===== config.mk =====
export PLATFORM = sky130hd
export DESIGN_NAME = jk_updown_counter
export DESIGN_NICKNAME = d
export VERILOG_FILES = /design/src/rtl/jk_counter_pkg.sv /design/src/rtl/jk_ff.sv /design/src/rtl/jk_updown_counter.sv
export SDC_FILE = /design/constraint.sdc
export NUM_CORES = 1
export LEC_CHECK = 0
export BUFFER_PORTS_ARGS = -buffer_cell sky130_fd_sc_hd__buf_2
export CAP_MARGIN = 20
export CORE_AREA = 2 2 39 41
export CTS_CLUSTER_DIAMETER = 80
export DETAILED_ROUTE_END_ITERATION = 6
export DIE_AREA = 0 0 41 43
export GPL_TIMING_DRIVEN = 0
export PLACE_DENSITY_LB_ADDON = 0.08
export SYNTH_ARGS = -nofsm -noshare
export SYNTH_HDL_FRONTEND = slang
export SYNTH_SLANG_ARGS = --single-unit
export TNS_END_PERCENT = 30

===== constraint.sdc =====
create_clock -name clk -period 2.2 [get_ports clk]
set_clock_uncertainty 0.2 [all_clocks]
set_input_delay 0.44 -clock clk [delete_from_list [all_inputs] [get_ports clk]]
set_output_delay 0.44 -clock clk [all_outputs]
set_load 0.01 [all_outputs]

===== src/rtl/jk_counter_pkg.sv =====
// Shared constants for the JK-flip-flop based counter family.
// JK op codes are encoded as {j, k}.
package jk_counter_pkg;

   localparam logic [1:0] JK_HOLD = 2'b00;
   localparam logic [1:0] JK_CLR  = 2'b01;
   localparam logic [1:0] JK_SET  = 2'b10;
   localparam logic [1:0] JK_TOG  = 2'b11;

   localparam int JK_CNT_WIDTH = 3;

endpackage


===== src/rtl/jk_ff.sv =====
// Single JK flip-flop with synchronous active-high reset to 0.
module jk_ff (
   input  logic clk,
   input  logic reset,
   input  logic j,
   input  logic k,
   output logic q
);
   import jk_counter_pkg::*;

   always_ff @(posedge clk) begin
      if (reset) begin
         q <= 1'b0;
      end else begin
         case ({j, k})
            JK_HOLD: q <= q;
            JK_CLR:  q <= 1'b0;
            JK_SET:  q <= 1'b1;
            JK_TOG:  q <= ~q;
            default: q <= q;
         endcase
      end
   end

endmodule


===== src/rtl/jk_updown_counter.sv =====
// Modulo-N up/down counter built from per-bit JK flip-flops, with load, tc and wrap.
// Define JK_COUNTER_SATURATE_EN to saturate at the range ends instead of wrapping.
module jk_updown_counter
   import jk_counter_pkg::*;
#(
   parameter int WIDTH   = JK_CNT_WIDTH,
   parameter int MODULUS = (1 << WIDTH)
) (
   input  logic             clk,
   input  logic             reset,
   input  logic             en,
   input  logic             up_dn,
   input  logic             load,
   input  logic [WIDTH-1:0] load_val,
   output logic [WIDTH-1:0] Q,
   output logic             tc,
   output logic             wrap
);

   localparam logic [WIDTH-1:0] MAXV = WIDTH'(MODULUS - 1);

   logic [WIDTH-1:0] stepQ;
   logic [WIDTH-1:0] loadQ;
   logic [WIDTH-1:0] jVec;
   logic [WIDTH-1:0] kVec;
   logic             atMax;
   logic             atZero;
   logic             aboveMax;
   logic             wrapNext;

   // Out-of-range states are treated as if they sat just past the top boundary.
   always_comb begin
      atMax    = (Q == MAXV);
      atZero   = (Q == '0);
      aboveMax = (Q > MAXV);
      loadQ    = (load_val > MAXV) ? MAXV : load_val;
      stepQ    = Q;
      wrapNext = 1'b0;
`ifdef JK_COUNTER_SATURATE_EN
      if (up_dn) stepQ = (atMax || aboveMax) ? MAXV : Q + WIDTH'(1);
      else       stepQ = aboveMax ? MAXV : (atZero ? '0 : Q - WIDTH'(1));
`else
      if (up_dn) stepQ = (atMax || aboveMax) ? '0 : Q + WIDTH'(1);
      else       stepQ = (atZero || aboveMax) ? MAXV : Q - WIDTH'(1);
      wrapNext = en & ~load & (up_dn ? atMax : atZero);
`endif
      if (load) begin
         jVec = loadQ;
         kVec = ~loadQ;
      end else if (en) begin
         jVec = Q ^ stepQ;
         kVec = Q ^ stepQ;
      end else begin
         jVec = '0;
         kVec = '0;
      end
   end

   assign tc = en & ~reset & ~load & (up_dn ? atMax : atZero);

   for (genvar i = 0; i < WIDTH; i++) begin : g_bit
      jk_ff u_ff (
         .clk   (clk),
         .reset (reset),
         .j     (jVec[i]),
         .k     (kVec[i]),
         .q     (Q[i])
      );
   end

   // Wrap pulse lines up with the first cycle showing the post-wrap value.
   always_ff @(posedge clk) begin
      if (reset) wrap <= 1'b0;
      else       wrap <= wrapNext;
   end

endmodule


==> key figures <==
Placement
  • Routability cong.: between 0.6 and 0.7
  • Pre-CTS setup slack: roughly 0.21 ns
  • DP Cell Count: 70
  • PortBufs: 10
  • Placed Area: roughly 430 sq um
  • Post-DP HPWL: 645 um

Worst setup path
  • Critical path launch point type: flip-flop
  • Crit path max fanout: 7
  • Critical-path top delay cell: dfxtp_2
  • CP Capture Type: output port
  • Critical-path cell list: inv_1 -> ha_2 -> nand2b_4 -> nor2_1 -> a21oi_2 -> nor4_1 -> buf_2
  • Worst EP required: 1.56 ns
  • Crit path DAT: ~1.5 ns
  • CP Class: reg2out
  • CP delay by family, top: flip-flops
  • CP Buf/Inv Count: 2
  • Slowest stage delay, CP: 0.35 ns

CTS
  • TritonCTS clock tree: yes
  • Clock Latency Late Sink: approximately 0.24 ns
  • Hold-fix buffers, CTS: 0
  • H-tree depth: 1
  • Post-CTS Resized: 2
  • CTS clk-pin slew, worst paths: ~0.040 ns
  • Num Clock Sinks: 4
  • Post-CTS setup buffer count: 0
  • CTS max path bufs: 2
  • TritonCTS Buffers: 3
  • CTS Root Cell: clkbuf_4

Routing
  • Final wirelength: 853 um
  • Vias post-DR: ~370
  • Number of DRC markers in iteration 0: 6
  • Vias per std cell: a little over 5
  • Remaining DRCs: 0
  • Drt pass-1 iters: 4
  • Post-DR wirelength/cell: approximately 12 um
  • Detail Route Antenna Nets: 0

Die
  • Starting Density: 26.2%
  • Die area: 0.00176 sq mm
  • Core Box Area: between 0.001 and 0.0015 sq mm
  • Chip height: between 40 and 50 um
  • Cell row count: 14
  • # IOs: 13
  • Die W: around 41 um

Logic synthesis
  • Sequential share of the synthesized area: approximately 22%
  • Syn nets: 56
  • Synth Instances: 44
  • Yosys cell types: 23
  • Post-Syn Area: approximately 360 sq um
  • Yosys warns: 0
  • #FFs+latches synth: 4
  • Synthesized area per cell: ~8.2 sq um

Run
  • Number of max-cap violations: 0

Timing
  • Setup TNS: 0 ns
  • Unrepaired setup endpoints after global routing: false
  • WHS: 0.271 ns
  • Max Freq: approximately 480 MHz
  • Final hold viol count: 0
  • Tmin final: approximately 2.1 ns
  • Final setup fails: 0
  • Final Cycle Share: a little over nine tenths
  • Max_slew headroom: around 78%
  • Setup ws final: about 0.11 ns
  • Worst-Margin Slew: around 0.33 ns
  • Max Slew Vio Count: 0

Pwr
  • Leakage power: about 0.00021 uW
  • Pwr per Cell Area: ~560 mW/mm^2
  • Max IR drop VDD: ~0.15 mV

Global route
  • All-Layer GR Usage: roughly 12%
  • Antenna violations before repair: 0
  • Total gr overflow: 0
  • Vias in the first global route: roughly 340
  • Largest net degree at the start of global routing: 10
  • First-pass GRT wire length: between 1000 and 1500 um

Finish
  • Non-filler instance count after layout: 73
  • Antenna cells: 0
  • FILL cells: between 150 and 200
  • Post-route cell area: between 400 and 500 sq um
  • Area of the multi-input gates: between 200 and 250 sq um
  • Register Area: 82.6 sq um
  • Fraction of layout cells with a size suffix above 1: between 40% and 50%
  • Area growth syn-to-layout: 28.6%
  • Nets: 71

Status
  • Status: complete, no violations

Hold path
  • HP Class: in2reg
state kept, by name, summed over array words and instances (netlist names):
name,flops
wrap,1
g_bit.u_ff.q,3
worst min-delay path: cells and delay by family:
kind | cells | cell delay (ns)
compound gates | 1 | 0.07
buf+inv | 2 | 0.13
cells in the final DEF (no fill, tap or decap):
cell type,synthesis,final
a21oi_2,0,1
o21ai_0,1,1
dfxtp_1,4,2
nand4b_1,1,1
nand2b_4,1,1
inv_1,5,5
buf_2,0,10
buf_4,3,3
ha_1,4,2
xnor2_1,1,1
a32oi_1,1,1
nor2_1,2,2
o211ai_1,1,1
nor4_1,2,2
o2111ai_1,1,1
clkbuf_1,1,1
nor3_2,1,1
a21oi_1,5,4
a31oi_1,1,1
o22ai_2,1,1
buf_6,1,1
dfxtp_2,0,2
a311oi_1,1,1
clkbuf_4,0,3
ha_2,0,2
nand2_1,4,4
o2bb2ai_1,1,1
a221oi_1,1,1
layer usage:
layer  global-route usage [%]  wire length, um  vias up
met5                        0                0        -
met4                     8.67               13        0
met3                     3.66               45        3
met2                     15.9              368       13
met1                     16.6              425      168
li1                         -                -      184
stage by stage:
stage / util (%) / power, uW
2_1_floorplan: - / 146
3_3_place_gp: 31.3 / 171
3_5_place_dp: 31.3 / 172
4_1_cts: 33.1 / 266
5_1_grt: 33.7 / 290
6_report: 33.7 / 263
final cells by class:
type,count,share of cell area (%)
Inverter,5,4.02
Buffer,5,8.04
Clock buffer,3,4.83
Multi-Input combinational cell,30,50.4
Tap cell,16,4.29
Timing Repair Buffer,10,10.7
Sequential cell,4,17.7
report_power, final:
group	switching [uW]	internal [uW]	total (uW)
clock network	30.0	61.0	91.0
logic	39.0	41.4	80.4
registers	12.3	79.4	91.6
synthesized netlist by cell type:
cell / number / area (sq um)
clkbuf_1: 1 / 3.75
o2111ai_1: 1 / 8.76
buf_4: 3 / 22.5
nand4b_1: 1 / 8.76
a221oi_1: 1 / 8.76
xnor2_1: 1 / 8.76
nor2_1: 2 / 7.51
a21oi_1: 5 / 25.0
inv_1: 5 / 18.8
ha_1: 4 / 50.1
buf_6: 1 / 11.3
a311oi_1: 1 / 8.76
nor4_1: 2 / 12.5
dfxtp_1: 4 / 80.1
o22ai_2: 1 / 12.5
nand2_1: 4 / 15.0
o2bb2ai_1: 1 / 8.76
a32oi_1: 1 / 8.76
a31oi_1: 1 / 6.26
nand2b_4: 1 / 13.8
nor3_2: 1 / 10.0
o211ai_1: 1 / 7.51
o21ai_0: 1 / 5.00
path summary, 6_finish.rpt:
check / from / end / slack (ns) / depth (start not counted)
max: g_bit[0].u_ff.q / tc / 0.11 / 7
min: load_val[1] / g_bit[1].u_ff.q / 0.27 / 3
max reg2reg: g_bit[0].u_ff.q / g_bit[2].u_ff.q / 0.60 / 6
min reg2reg: g_bit[1].u_ff.q / g_bit[1].u_ff.q / 0.43 / 2
logic make-up after synthesis:
| group | count (synthesis) | share of synthesized area, % |
|---|---|---|
| fa+ha+maj | 4 | 13.8 |
| compound gates | 14 | 27.6 |
| simple gates | 11 | 18.6 |
| buf+inv | 10 | 15.5 |
| xor+xnor | 1 | 2.41 |
| flops | 4 | 22.1 |
Power figures use the tool's default switching activity.
